[src/rtl/cmat2x2_operand_loader.sv]
// Purpose: assembles a serial stream of 8 complex beats (A[0..3], B[0..3]) into parallel 2x2 operand matrices, double-banked.
// Latency: m_valid rises the cycle after the edge that accepts the 8th beat of a well-formed frame.
// Backpressure: s_ready = bank space free (registered only); m_valid holds the presented frame stable until m_ready.
//
// Ports:
//   clk, rst_n              clock, asynchronous active-low reset
//   s_valid/s_ready         input beat handshake; s_re/s_im element, s_last marks beat 8
//   m_valid/m_ready         output frame handshake
//   Ar, Ai, Br, Bi          packed 4-element matrices, element k at [k*W +: W] (row-major, element 0 in LSBs)
//   err                     one-cycle pulse after a beat with a framing error
module cmat2x2_operand_loader #(
    parameter int W = 8
) (
    input  logic           clk,
    input  logic           rst_n,
    input  logic           s_valid,
    output logic           s_ready,
    input  logic [W-1:0]   s_re,
    input  logic [W-1:0]   s_im,
    input  logic           s_last,
    output logic           m_valid,
    input  logic           m_ready,
    output logic [4*W-1:0] Ar,
    output logic [4*W-1:0] Ai,
    output logic [4*W-1:0] Br,
    output logic [4*W-1:0] Bi,
    output logic           err
);

    // Each bank holds one frame: slots 0..3 are A, slots 4..7 are B.
    logic [W-1:0] re_bank_q [2][8];
    logic [W-1:0] im_bank_q [2][8];

    logic [2:0] idx_q;
    logic       wr_ptr_q;
    logic       rd_ptr_q;
    logic [1:0] cnt_q;
    logic       err_q;

    logic accept;
    logic at_last_idx;
    logic commit;
    logic frame_err;
    logic pop;

    always_comb begin
        s_ready     = (cnt_q != 2'd2);
        m_valid     = (cnt_q != 2'd0);
        err         = err_q;
        accept      = s_valid && s_ready;
        at_last_idx = (idx_q == 3'd7);
        commit      = accept && at_last_idx && s_last;
        // s_last must coincide exactly with the 8th beat; either mismatch is an error.
        frame_err   = accept && (s_last != at_last_idx);
        pop         = m_valid && m_ready;
    end

    always_ff @(posedge clk or negedge rst_n) begin
        if (!rst_n) begin
            idx_q    <= 3'd0;
            wr_ptr_q <= 1'b0;
            rd_ptr_q <= 1'b0;
            cnt_q    <= 2'd0;
            err_q    <= 1'b0;
        end else begin
            err_q <= frame_err;
            if (accept) begin
                // An errored frame is simply abandoned: the write bank is reused from slot 0.
                if (commit || frame_err) begin
                    idx_q <= 3'd0;
                end else begin
                    idx_q <= idx_q + 3'd1;
                end
            end
            if (commit) begin
                wr_ptr_q <= ~wr_ptr_q;
            end
            if (pop) begin
                rd_ptr_q <= ~rd_ptr_q;
            end
            cnt_q <= cnt_q + {1'b0, commit} - {1'b0, pop};
        end
    end

    always_ff @(posedge clk or negedge rst_n) begin
        if (!rst_n) begin
            for (int b = 0; b < 2; b++) begin
                for (int k = 0; k < 8; k++) begin
                    re_bank_q[b][k] <= '0;
                    im_bank_q[b][k] <= '0;
                end
            end
        end else if (accept) begin
            re_bank_q[wr_ptr_q][idx_q] <= s_re;
            im_bank_q[wr_ptr_q][idx_q] <= s_im;
        end
    end

    for (genvar k = 0; k < 4; k++) begin : g_out
        assign Ar[k*W +: W] = re_bank_q[rd_ptr_q][k];
        assign Ai[k*W +: W] = im_bank_q[rd_ptr_q][k];
        assign Br[k*W +: W] = re_bank_q[rd_ptr_q][k+4];
        assign Bi[k*W +: W] = im_bank_q[rd_ptr_q][k+4];
    end

endmodule

[config.mk]
export PLATFORM = sky130hd
export DESIGN_NAME = cmat2x2_operand_loader
export DESIGN_NICKNAME = d
export VERILOG_FILES = /design/src/rtl/cmat2x2_operand_loader.sv
export SDC_FILE = /design/constraint.sdc
export NUM_CORES = 1
export LEC_CHECK = 0
export BUFFER_PORTS_ARGS = -buffer_cell sky130_fd_sc_hd__buf_4
export CAP_MARGIN = 0
export CORE_MARGIN = 3
export CORE_UTILIZATION = 58
export DETAILED_ROUTE_END_ITERATION = 10
export PLACE_DENSITY = 0.8
export SYNTH_ARGS = -nofsm -noshare
export SYNTH_HDL_FRONTEND = slang
export SYNTH_SLANG_ARGS = --single-unit
[constraint.sdc]
create_clock -name clk -period 2.5 [get_ports clk]
set_input_delay 0.5 -clock clk [delete_from_list [all_inputs] [get_ports clk]]
set_output_delay 0.5 -clock clk [all_outputs]
set_load 0.02 [all_outputs]
### Yosys cells after proc, flatten, opt, wreduce, memory -nomap -nowiden

Index checks and enable logic that the tools add are counted.

| cells by class | value |
|---|---|
| $add $sub $neg | 3 |
| $lt $le $gt $ge | 5 |
| equal/unequal tests | 3 |
| muxes and demuxes | 13 |
| bitwise operators | 5 |
| reduce and logical (&&, ||, !) cells | 9 |

Operators with widths:

| operator | number |
|---|---|
| two-way mux 64 bit | 7 |
| bitwise mux 128 bit | 2 |
| demux 64 bit (select 1 bit) | 1 |
| demux 8 bit (select 3 bit) | 1 |
| two-way mux 8 bit | 1 |
| logical AND 1 bit | 7 |
| greater-or-equal comparator 2 bit, second input constant | 2 |
| greater-or-equal comparator 4 bit, second input constant | 1 |
| < comparator 4 x 1 -> 1 bit, second input constant | 1 |
| NOT 1 -> 2 bit | 2 |
| NOT 3 -> 4 bit | 1 |
| adder 3 x 1 -> 3 bit, second input constant | 1 |
| == test 3 bit, second input constant | 1 |
| two-way mux 3 bit | 1 |
| adder 2 x 1 -> 2 bit | 1 |
| < comparator 2 x 1 -> 1 bit, second input constant | 1 |
| inequality test 2 bit, second input constant | 1 |
| NOT 1 bit | 2 |
| nonzero test 2 bit | 1 |
| subtractor 2 x 1 -> 2 bit | 1 |
| logical OR 1 bit | 1 |
| inequality test 1 bit | 1 |

| storage, ports and cells | value |
|---|---|
| flip-flop bits (word level) | 264 |
| bits of input ports | 21 |
| logic and storage cells | 75 |

### Depth between registers and ports, before layout

| logic depth | value |
|---|---|
| word-level depth | 8 |
| depth in mapped cells | 9 |
| gate-level depth less buffers | 8 |

### Worst setup path before layout

OpenSTA, ideal clock, no wires.

| timing | value |
|---|---|
| kind | reg-to-output |
| from | reg rd_ptr_q |
| to | out Bi[13] |
| arrival time | 1.467 ns |
| required time | 2.000 ns |
| setup slack | 0.533 ns |
| cell stages (with the launch flop) | 4 |
| buffers on the path | 2 |
| cell sequence | dfrtp_1 clkbuf_1 clkbuf_1 mux2_2 |

| between the ends | value |
|---|---|
| longest elaborated chain between the ends | 4 |

RTL lines:

| what | RTL line | text |
|---|---|---|
| start, declared | 36 | `logic rd_ptr_q;` |
| start signal, assigned | 79 | `rd_ptr_q <= ~rd_ptr_q;` |
| NOT 1 -> 2 bit (implied by the code) | 103 | `assign Bi[k*W +: W] = im_bank_q[rd_ptr_q][k+4];` |
| two-way mux 64 bit (3 in series) | n/a |  |
| end, declared | 26 | `output logic [4*W-1:0] Bi,` |

Every way passes these cells. The select of a mux whose other input is x is not followed.

### Final worst setup path

| timing | value |
|---|---|
| from | reg rd_ptr_q |
| to | out Ar[31] |

| between the ends | value |
|---|---|
| longest elaborated chain between the ends | 4 |

RTL lines:

| what | RTL line | text |
|---|---|---|
| NOT 1 -> 2 bit (implied by the code) | 100 | `assign Ar[k*W +: W] = re_bank_q[rd_ptr_q][k];` |
| two-way mux 64 bit (implied by the code) | 100 |  |
| two-way mux 64 bit (2 in series) | n/a |  |
| end, declared | 23 | `output logic [4*W-1:0] Ar,` |

Every way passes these cells. The select of a mux whose other input is x is not followed.

==> impl_metrics.json <==
{
  "dp_slack_ns": 0.406,
  "crit_path_max_fanout": 37,
  "final_common_cell": "mux2_2",
  "routabilityCongestion": 0.828,
  "worstPathArrival_ns": 1.95,
  "worst_slack_ns": 0.0547,
  "timing.critical_path.to": "Ar[31]",
  "cap_violations": 0,
  "dominantRegCellSynth": "dfrtp_1",
  "die-height_um": 148,
  "layout-drive-gt1-share": 0.673,
  "vdd_drop_max_uv": 693,
  "grt_pass1_wl_um": 41300,
  "layout_min_cycle_time_ns": 2.45,
  "io_buffers": 151,
  "insertion_delay_ns": 0.52,
  "cts_num_sinks": 264,
  "crit_path_start_kind": "flip-flop",
  "seq_area_frac_synth": 0.562,
  "wl_met3_um": 1270,
  "min_path_type": "in -> reg",
  "rr_endpoint": "cnt_q[1]",
  "rrSetupSlack_ns": 0.38,
  "final_core_util": 0.723,
  "ys_ff_latch": 264,
  "end_kind": "primary output",
  "top_layer": "met4",
  "die_w_um": 148,
  "drt_iter0_drc": 306,
  "slew_headroom": 0.660,
  "syn2layout_area_growth_pct": 20.9,
  "antenna_left": 0,
  "dieArea_um2": 22000,
  "fp.coreArea_um2": 19700,
  "status": "completed",
  "dr_wl_met2_um": 12700,
  "finalWirelength_um": 25500,
  "multi_input_area_um2": 4850,
  "setup_tns_ns": 0,
  "r2r-start": "idx_q[0]",
  "synth_cell_type_count": 32,
  "viasPerCell": 5.64,
  "diodes": 0,
  "cts-root-buf": "clkbuf_16",
  "io-pin-count": 152,
  "mostFrequentLayoutCells": "mux2_2 (374), dfrtp_1 (263), buf_4 (174), clkbuf_16 (27), mux2_4 (10)",
  "overflow": 0,
  "cts_buffers": 27,
  "drc_errors": 0,
  "cts_tree": "yes",
  "async_flop_share": 1.00,
  "rsz0062_at_grt": "false",
  "finalSetupViolCount": 0,
  "synthCells": 752,
  "skew_ns": 0.0109,
  "rows": 51,
  "synth_edf_count": 0,
  "p_leak_nw": 7.02,
  "track_usage": 0.234,
  "drv_slew": 0,
  "firstDrtPassIters": 4,
  "clk_pin_slew_ns": 0.06,
  "antenna_found_initial": 0,
  "grt_max_degree": 74,
  "fillers": 1271,
  "clock_path_buffers": 3,
  "wire_per_inst_um": 21.4,
  "worst_slew_pin_slew_ns": 0.510,
  "grt_pass1_vias": 7572,
  "fin_crit_sh": 0.978,
  "syn_nets": 777,
  "critPathRequiredTime_ns": 2.00,
  "worstSetupStartpoint": "rd_ptr_q",
  "vias": 6733,
  "p_per_area_nw_per_um2": 1220,
  "nNetsFinal": 936,
  "r2r_cells": 8,
  "hold_violations": 0,
  "dp_hpwl_um": 17300,
  "ff_latch_area_um2": 6610,
  "critical_path_class": "reg -> out",
  "yosys_warnings": 0,
  "syn_area_um2": 11800,
  "maxClockFrequency_ghz": 0.409,
  "start_util": 0.598,
  "h-tree-depth": 1,
  "wl_met1_um": 11100,
  "synth_area_per_cell_um2": 15.6,
  "power.total_w": 0.0174
}
critical path, stage by stage (launching register included):
cell and delay (ns):
dfrtp_4 0.56, buf_12 0.27, mux2_2 0.41, buf_4 0.17
power breakdown:
part           switching, W  internal, W  total (W)  leakage, nW
clock               0.00159      0.00261    0.00420        0.462
sequential         0.000716      0.00550    0.00621         3.47
combinational       0.00335      0.00361    0.00696         3.08
total               0.00566       0.0117     0.0174         7.02
flip-flops by register name (all words and copies together), names as in the netlist:
name       count
wr_ptr_q       1
re_bank_q    128
cnt_q          2
err            1
rd_ptr_q       1
idx_q          3
im_bank_q    128
logic make-up (layout without fill, tap and decap cells):
group | count (synthesis) | in the layout | synth area share
xor gates and xnor gates | 5 | 5 | 0.00373
adders and majority gates | 4 | 4 | 0.00426
buffers and inverters | 56 | 233 | 0.0258
DFF | 264 | 264 | 0.562
muxes | 387 | 387 | 0.374
and+or+nand+nor | 36 | 36 | 0.0301
through the flow:
stage | area, um2 | hold WS [ns] | instances
4_1_cts | 14200 | 0.282 | 1191
3_5_place_dp | 13200 | 0.474 | 1142
5_1_grt | 14200 | 0.295 | 1194
2_1_floorplan | 11800 | 0.204 | 752
6_report | 14200 | 0.287 | 1194
3_3_place_gp | 13200 | 0.463 | 1142
synthesized netlist by cell type (2+ instances only):
| cell | instances | area [um2] |
|---|---|---|
| nand3_1 | 3 | 15.0 |
| buf_4 | 12 | 90.1 |
| nor3b_4 | 2 | 37.5 |
| ha_1 | 4 | 50.1 |
| dfrtp_1 | 264 | 6610 |
| nor3b_1 | 4 | 30.0 |
| nor2_1 | 2 | 7.51 |
| buf_6 | 3 | 33.8 |
| nand4_1 | 2 | 12.5 |
| xnor2_1 | 4 | 35.0 |
| mux2_2 | 374 | 4210 |
| mux2_4 | 10 | 150 |
| clkbuf_1 | 30 | 113 |
| nor2b_1 | 2 | 12.5 |
| inv_1 | 2 | 7.51 |
| nand3b_1 | 3 | 22.5 |
| buf_2 | 7 | 35.0 |
| mux2_1 | 3 | 33.8 |
| nor3_4 | 8 | 130 |
how the worst min path moves through the flow:
stage          slack (ns)            end          start  cells after the start
3_5_place_dp         0.47  re_bank_q[88]          rst_n                      1
5_1_grt              0.29            err         s_last                      3
4_1_cts              0.28            err         s_last                      3
6_report             0.29            err         s_last                      3
2_1_floorplan        0.20       cnt_q[0]          rst_n                      0
3_3_place_gp         0.46  re_bank_q[83]  re_bank_q[83]                      1
layer usage:
| layer | track usage | up-vias |
|---|---|---|
| met5 | 0 | - |
| met4 | 0.0522 | 0 |
| met3 | 0.0353 | 31 |
| met2 | 0.400 | 168 |
| met1 | 0.323 | 3514 |
| li1 | - | 3020 |
area by class of cell:
cell class,instances,area share
Sequential cell,264,0.465
Tap cell,265,0.0233
Timing Repair Buffer,183,0.104
Clock buffer,36,0.0528
Inverter,3,0.000793
Clock inverter,11,0.0129
Multi-Input combinational cell,432,0.341
what timing repair did:
| action | CTS | global route |
|---|---|---|
| setup buffers | 1 | 3 |
| endpoints found under the hold margin | 59 | 0 |
| hold buffers | 1 | 0 |
| setup endpoints to repair | 73 | 2 |
| resized for setup | 0 | 0 |
Note: power is estimated with default switching activity, not from simulation.
